<file path="config.mk">
export PLATFORM = sky130hd
export DESIGN_NAME = mem_bus_arbiter_flat
export DESIGN_NICKNAME = d
export VERILOG_FILES = /design/src/rtl/mem_bus_arbiter_if.sv /design/src/rtl/mem_bus_arbiter.sv /design/src/flat_wrapper.sv
export SDC_FILE = /design/constraint.sdc
export NUM_CORES = 1
export LEC_CHECK = 0
export ABC_AREA = 1
export CORE_ASPECT_RATIO = 1.1
export CORE_UTILIZATION = 35
export DETAILED_ROUTE_END_ITERATION = 10
export GPL_TIMING_DRIVEN = 0
export HOLD_SLACK_MARGIN = 0.1
export PLACE_DENSITY = 0.55
export SLEW_MARGIN = 10
export SYNTH_ARGS = -nofsm -noshare
export SYNTH_HDL_FRONTEND = slang
export SYNTH_SLANG_ARGS = --single-unit
</file>
<file path="constraint.sdc">
create_clock -name clk -period 1.8 [get_ports clk]
set_input_delay 0.36 -clock clk [delete_from_list [all_inputs] [get_ports clk]]
set_output_delay 0.36 -clock clk [all_outputs]
set_load 0.02 [all_outputs]
</file>
<file path="src/rtl/mem_bus_arbiter_if.sv">
// mem_bus_arbiter_if: request/grant bundle between the memory-bus clients and mem_bus_arbiter
interface mem_bus_arbiter_if #(parameter int NUM_REQ = 4);
    localparam int OWNER_W = $clog2(NUM_REQ);
    logic [NUM_REQ-1:0] in_reqcyc;
    logic [NUM_REQ-1:0] in_bus_busy;
    logic [NUM_REQ-1:0] out_grant;
    logic [OWNER_W-1:0] out_owner;
    logic               out_owner_valid;
    logic               out_bus_busy;
    logic               out_proto_err;
    logic               out_timeout_err;
    modport slave (
        input  in_reqcyc, in_bus_busy,
        output out_grant, out_owner, out_owner_valid, out_bus_busy, out_proto_err, out_timeout_err
    );
    modport master (
        output in_reqcyc, in_bus_busy,
        input  out_grant, out_owner, out_owner_valid, out_bus_busy, out_proto_err, out_timeout_err
    );
endinterface

</file>
<file path="src/rtl/mem_bus_arbiter.sv">
// mem_bus_arbiter: round-robin owner of the shared memory bus with a one-cycle turnaround.
// ARB_WATCHDOG_EN adds a MAX_HOLD-cycle ownership watchdog driving out_timeout_err.
module mem_bus_arbiter #(
    parameter int NUM_REQ  = 4,
    parameter int MAX_HOLD = 1024
) (
    input logic clk,
    input logic reset,
    mem_bus_arbiter_if.slave bus
);
    localparam int OWNER_W = $clog2(NUM_REQ);
    typedef enum logic [1:0] {IDLE, OWNED, TURNAROUND} state_t;
    state_t state, state_n;
    logic [NUM_REQ-1:0] grant, grant_n;
    logic [OWNER_W-1:0] owner, owner_n, rr_ptr, rr_n, sel, idx, nxt_owner;
    logic found, release_own, revoke, proto_err;
    // first requester at or above rr_ptr, wrapping
    always_comb begin
        sel = rr_ptr;
        idx = rr_ptr;
        found = 1'b0;
        for (int i = 0; i < NUM_REQ; i++) begin
            idx = OWNER_W'((int'(rr_ptr) + i) % NUM_REQ);
            if (!found && bus.in_reqcyc[idx]) begin
                sel = idx;
                found = 1'b1;
            end
        end
    end
    assign nxt_owner = OWNER_W'((int'(owner) + 1) % NUM_REQ);
    assign release_own = !(bus.in_reqcyc[owner] || bus.in_bus_busy[owner]) || revoke;
    always_comb begin
        state_n = state;
        grant_n = grant;
        owner_n = owner;
        rr_n = rr_ptr;
        case (state)
            IDLE: if (found) begin
                state_n = OWNED;
                grant_n = NUM_REQ'(1) << sel;
                owner_n = sel;
            end
            OWNED: if (release_own) begin
                state_n = TURNAROUND;
                grant_n = '0;
                rr_n = nxt_owner;
            end
            default: state_n = IDLE;
        endcase
    end
    always_ff @(posedge clk or posedge reset) begin
        if (reset) begin
            state <= IDLE;
            grant <= '0;
            owner <= '0;
            rr_ptr <= '0;
            proto_err <= 1'b0;
        end else begin
            state <= state_n;
            grant <= grant_n;
            owner <= owner_n;
            rr_ptr <= rr_n;
            proto_err <= proto_err | (|(bus.in_bus_busy & ~grant));
        end
    end
`ifdef ARB_WATCHDOG_EN
    localparam int WD_W = $clog2(MAX_HOLD + 1);
    logic [WD_W-1:0] wd_cnt;
    logic timeout_err;
    // count reaching MAX_HOLD-1 at an edge means this is the MAX_HOLD-th owned cycle
    assign revoke = wd_cnt == WD_W'(MAX_HOLD - 1);
    always_ff @(posedge clk or posedge reset) begin
        if (reset) begin
            wd_cnt <= '0;
            timeout_err <= 1'b0;
        end else begin
            wd_cnt <= state == OWNED ? wd_cnt + 1'b1 : '0;
            timeout_err <= timeout_err | (state == OWNED && revoke);
        end
    end
    assign bus.out_timeout_err = timeout_err;
`else
    assign revoke = 1'b0;
    assign bus.out_timeout_err = 1'b0;
`endif
    assign bus.out_grant = grant;
    assign bus.out_owner = owner;
    assign bus.out_owner_valid = |grant;
    assign bus.out_bus_busy = bus.in_bus_busy[owner] & (|grant);
    assign bus.out_proto_err = proto_err;
endmodule

</file>
<file path="src/flat_wrapper.sv">
// flat-port wrapper written by rule: the top's interface ports become plain ports
module mem_bus_arbiter_flat 
#(
    parameter int NUM_REQ  = 4,
    parameter int MAX_HOLD = 1024
)
  (clk, reset, bus_in_reqcyc, bus_in_bus_busy, bus_out_grant, bus_out_owner, bus_out_owner_valid, bus_out_bus_busy, bus_out_proto_err, bus_out_timeout_err);
  mem_bus_arbiter_if #(.NUM_REQ(NUM_REQ)) bus_i ();
  input logic clk;
  input logic reset;
  input wire logic [$bits(bus_i.in_reqcyc)-1:0] bus_in_reqcyc;
  input wire logic [$bits(bus_i.in_bus_busy)-1:0] bus_in_bus_busy;
  output wire logic [$bits(bus_i.out_grant)-1:0] bus_out_grant;
  output wire logic [$bits(bus_i.out_owner)-1:0] bus_out_owner;
  output wire logic [$bits(bus_i.out_owner_valid)-1:0] bus_out_owner_valid;
  output wire logic [$bits(bus_i.out_bus_busy)-1:0] bus_out_bus_busy;
  output wire logic [$bits(bus_i.out_proto_err)-1:0] bus_out_proto_err;
  output wire logic [$bits(bus_i.out_timeout_err)-1:0] bus_out_timeout_err;
  assign bus_i.in_reqcyc = bus_in_reqcyc;
  assign bus_i.in_bus_busy = bus_in_bus_busy;
  assign bus_out_grant = bus_i.out_grant;
  assign bus_out_owner = bus_i.out_owner;
  assign bus_out_owner_valid = bus_i.out_owner_valid;
  assign bus_out_bus_busy = bus_i.out_bus_busy;
  assign bus_out_proto_err = bus_i.out_proto_err;
  assign bus_out_timeout_err = bus_i.out_timeout_err;
  mem_bus_arbiter #(.NUM_REQ(NUM_REQ), .MAX_HOLD(MAX_HOLD)) u_core (.clk(clk), .reset(reset), .bus(bus_i));
endmodule
</file>
## After elaboration in Yosys (flattened, before gate mapping)

Cells that the tools add are included.

- Output and inout bits: 10
- Flip-flop bits (word level): 11

- Order comparisons: 5
- Muxes and demuxes: 25
- Shift-type cells: 1
- Reduce and logical (&&, ||, !) cells: 15
- Add/subtract/negate cells: 4
- Equality and inequality tests: 3
- Bitwise operators: 5

Operators by type and width:

| kind | count |
|---|---|
| $lt 2x3->1 const B | 5 |
| $bmux 1 s2 | 6 |
| $mux 1 | 10 |
| $mux 2 | 5 |
| $mux 4 | 2 |
| $pmux 4 s2 | 1 |
| $reduce_or 4->1 | 2 |
| $reduce_and 2->1 | 3 |
| $add 2x1->2 const B | 2 |
| $add 2x2->2 const B | 2 |
| $and 4x4->4 | 1 |
| $not 4->4 | 1 |
| $pmux 2 s2 | 1 |
| $shl 1x2->4 const A | 1 |
| $logic_and 1x1->1 | 3 |
| $logic_not 1->1 | 3 |
| $reduce_and 3->1 | 1 |
| $eq 2x1->1 const B | 1 |
| $logic_not 2->1 | 1 |
| $ne 2x1->1 const B | 1 |
| $ne 2x2->1 const B | 1 |
| $reduce_bool 2->1 | 1 |
| $and 1x1->1 | 1 |
| $logic_or 1x1->1 | 1 |
| 2 further kinds | 2 |

## Depth between registers and ports, before layout

- Depth in word-level cells: 15
- Gate-level depth with buffers: 14
- Depth with buffers taken out: 13

## Worst setup path before layout

No wires, ideal clock.

- Path type: reg-to-output
- Start: register u_core.owner[0] (netlist: u_core.bus.out_owner[0])
- End: output port bus_out_bus_busy
- Data arrival time: 1.185 ns
- Cell stages (with the launch flop): 5
- Required time: 1.440 ns
- Slack: 0.255 ns
- Path buffers: 0
- Path through: dfrtp_1 -> o21ai_0 -> nor2_1 -> a21oi_1 -> a31oi_1

- Word-level cells in the longest chain between the ends: 3

Ends and longest elaborated chain:

| item | RTL line | text |
|---|---|---|
| start: declaration | mem_bus_arbiter.sv:15 | `logic [OWNER_W-1:0] owner, owner_n, rr_ptr, rr_n, sel, idx, nxt_owner;` |
| start signal: assignment | mem_bus_arbiter.sv:61 | `owner <= owner_n;` |
| $bmux 1 s2 | mem_bus_arbiter.sv:89 | `assign bus.out_bus_busy = bus.in_bus_busy[owner] & (\|grant);` |
| $mux 1 (not written as such) | mem_bus_arbiter.sv:89 |  |
| $and 1x1->1 | mem_bus_arbiter.sv:89 |  |
| end: declaration | flat_wrapper.sv:16 | `output wire logic [$bits(bus_i.out_bus_busy)-1:0] bus_out_bus_busy;` |

Every way passes these cells. The select of a mux whose other input is x is not followed.

## Worst setup path after layout

Same ends and word-level chain as after synthesis.

==> results.sh <==
export IMPL_synthTopCellsByArea="dfrtp_1 27%, nand2_1 23%, nand3_1 7.7%"
export IMPL_crit_arrival_ns=1.37
export IMPL_syn_inst=162
export IMPL_p_clk_share_pct=6.4
export IMPL_finalSetupTns_ns=0
export IMPL_power_switching_w=0.00148
export IMPL_cts_sinks=11
export IMPL_start_kind="register"
export IMPL_avgSynthCellArea_um2=6.40
export IMPL_hold_viol=0
export IMPL_ys_warn_count=0
export IMPL_min_path_type="input pin to asynchronous set/reset pin"
export IMPL_reg2reg_from="u_core.rr_ptr[0]"
export IMPL_grt_ovfl_total=0
export IMPL_num_io_pins=20
export IMPL_swShare_pct=55.2
export IMPL_portBuffers=18
export IMPL_ys_ff_latch=11
export IMPL_grt_pass1_vias=980
export IMPL_setup_viol=0
export IMPL_ys_seq_area_share_pct=26.5
export IMPL_rr_endpoint="u_core.bus.out_grant[1]"
export IMPL_htreeDepth=1
export IMPL_clock_path_buffers=2
export IMPL_initial_core_util_pct=37.0
export IMPL_cp_end_kind="primary output"
export IMPL_fmax_mhz=577
export IMPL_dp_slack_ns=-0.453
export IMPL_drc=0
export IMPL_antennaDiodeCount=0
export IMPL_p_seq_share_pct=16.8
export IMPL_rsz0062_at_grt="yes"
export IMPL_power_density_nw_per_um2=1950
export IMPL_place_gp_congestion=0.826
export IMPL_cts_made_buffers=3
export IMPL_drt_iter0_drc=37
export IMPL_status="finished clean"
export IMPL_vias_per_cell=4.81
export IMPL_peakVddDrop_uv=830
export IMPL_leakage_nw=0.733
export IMPL_slew_viol_final=0
export IMPL_ctsRootBufferMaster="clkbuf_4"
export IMPL_drive_gt1_share_pct=25.1
export IMPL_fin_crit_sh_pct=96.3
export IMPL_synth_area_um2=1040
export IMPL_insertion_delay_ns=0.28
export IMPL_nNetsFinal=202
export IMPL_wirelength_um=2640
export IMPL_synth_top_area_share_pct=26.5
export IMPL_skew_ns=0.00787
export IMPL_synth_top_area_cell="dfrtp_1"
export IMPL_track_usage_pct=17.9
export IMPL_die_x_um=53.9
export IMPL_yosysUniqueCellTypes=23
export IMPL_dieArea_um2=3190
export IMPL_cts_hold_buf=0
export IMPL_tritoncts="built"
export IMPL_antenna_found_initial=0
export IMPL_rrSetupSlack_ns=0.07
export IMPL_syn_to_final_growth_pct=32.3
export IMPL_path_clk_slew_ns=0.07
export IMPL_path_max_fanout=8
export IMPL_crit_type="register to primary output"
export IMPL_combPwrFrac_pct=76.8
export IMPL_ff2ff_path_depth=11
export IMPL_vias=1078
export IMPL_cap_violations=0
export IMPL_core_um2=2800
export IMPL_dr_pass1_iters=6
export IMPL_dieHeight_um=59.1
export IMPL_fin_crit_ns=1.73
export IMPL_p_int_w=0.00120
export IMPL_fillers=303
export IMPL_grt_max_degree=12
export IMPL_grt_first_pass_wirelength_um=4150
export IMPL_ant_nets=0
export IMPL_wire_per_inst_um=11.8
export IMPL_rows=20
export IMPL_setup_ws_ns=0.0667
export IMPL_final_util_pct=49.0
export IMPL_cp_required_ns=1.44
export IMPL_syn_nets=172
export IMPL_dp_hpwl_um=2010
-- through the flow --
stage	cell area [um^2]	hold slack [ns]	std cells	power [W]
2_1_floorplan	1040	0.212	162	0.00186
5_1_grt	1370	0.415	224	0.00292
6_report	1370	0.382	224	0.00268
3_3_place_gp	1260	0.512	213	0.00231
3_5_place_dp	1260	0.505	213	0.00233
4_1_cts	1280	0.389	217	0.00249
-- state kept, by name, indices dropped and copies added (netlist names) --
register / cells
u_core.bus.out_grant: 4
u_core.bus.out_owner: 2
u_core.rr_ptr: 2
u_core.state: 2
u_core.bus.out_proto_err: 1
-- area by class of cell --
type	count	area [um^2]	area share [%]
plain buffers	4	41.3	3.01
well taps	33	41.3	3.01
multi-input cells	128	673	49.0
flip-flops and latches	11	278	20.2
inverters	19	76.3	5.56
clock buffers	4	26.3	1.91
repair buffers	25	236	17.2
-- how the worst max path moves through the flow --
stage | start | end | slack (ns) | cells after the start
global route | u_core.rr_ptr[0] | u_core.bus.out_grant[1] | -0.01 | 11
finish | u_core.bus.out_owner[0] | bus_out_bus_busy | 0.07 | 6
detailed placement | bus_in_bus_busy[0] | bus_out_bus_busy | -0.45 | 6
floorplan | u_core.bus.out_owner[0] | bus_out_bus_busy | 0.26 | 4
global placement | bus_in_bus_busy[0] | bus_out_bus_busy | -0.45 | 6
CTS | bus_in_bus_busy[0] | bus_out_bus_busy | 0.03 | 6
-- cells by family (layout without fill, tap and decap cells) --
| family | count (synthesis) | in the layout | share of synthesized area (%) |
|---|---|---|---|
| buf+inv | 23 | 52 | 11.1 |
| simple gates | 111 | 111 | 52.4 |
| flops | 11 | 11 | 26.5 |
| other cells | 1 | 1 | 0.362 |
| compound gates | 16 | 16 | 9.65 |
-- worst max-delay path, cell delays in order, from the launching register on --
cell	delay, ns
dfrtp_2	0.47
inv_4	0.09
nor2_1	0.04
nor2_1	0.11
a21oi_2	0.05
a31oi_1	0.14
buf_2	0.18
-- what timing repair did --
item                       4_1_cts  5_1_grt
pin swaps                        0        6
resized for setup                7       15
setup endpoints to repair        2        7
setup buffers                    0        7
-- cell usage in the layout, fill, tap and decap left out --
cell             Yosys  routed
nor2_1               8       8
buf_2                0       1
buf_6                3       3
nand3_2              3       3
dlymetal6s2s_1       0       4
clkdlybuf4s50_1      0      12
a21oi_1              4       3
o21ai_0              7       5
conb_1               1       1
nand3_1             16      16
inv_1               16      15
clkbuf_4             0       3
o21ai_1              0       1
o21ai_4              1       1
nor2_2               2       2
dfrtp_2              0       2
buf_4                1       8
inv_4                1       2
nor2_4               2       2
dfrtp_1             11       9
nand2_4              2       4
o21ai_2              0       1
nand2_1             63      62
a31oi_1              2       1
a31oi_2              0       1
nand2_2             12      11
a221oi_1             1       1
inv_2                2       2
nand4_4              1       1
clkbuf_1             0       1
nand4_1              2       2
o211ai_1             1       1
a21oi_2              0       1
dlygate4sd2_1        0       1
-- cells in the mapped netlist --
library cell	instances
o21ai_4	1
nand4_1	2
dfrtp_1	11
nor2_4	2
inv_1	16
conb_1	1
inv_4	1
nand2_1	63
buf_6	3
nand3_1	16
a221oi_1	1
nor2_2	2
nand2_2	12
o211ai_1	1
a31oi_1	2
buf_4	1
nand2_4	2
nand3_2	3
o21ai_0	7
a21oi_1	4
nand4_4	1
inv_2	2
nor2_1	8
-- power groups by stage --
stage	combinational (W)	sequential, W	clock [W]
3_5_place_dp	0.00189	0.000446	0
4_1_cts	0.00187	0.000443	0.000175
6_report	0.00206	0.000449	0.000172
2_1_floorplan	0.00138	0.000486	0
5_1_grt	0.00227	0.000466	0.000187
3_3_place_gp	0.00187	0.000446	0
-- routing by layer --
| metal | vias to the layer above | routed length, um | track usage [%] |
|---|---|---|---|
| li1 | 566 | - | - |
| met4 | 0 | 43 | 8.27 |
| met5 | - | 0 | 0 |
| met3 | 5 | 93 | 1.79 |
| met1 | 485 | 1190 | 21.8 |
| met2 | 22 | 1320 | 30.7 |
Power figures use the tool's default switching activity.
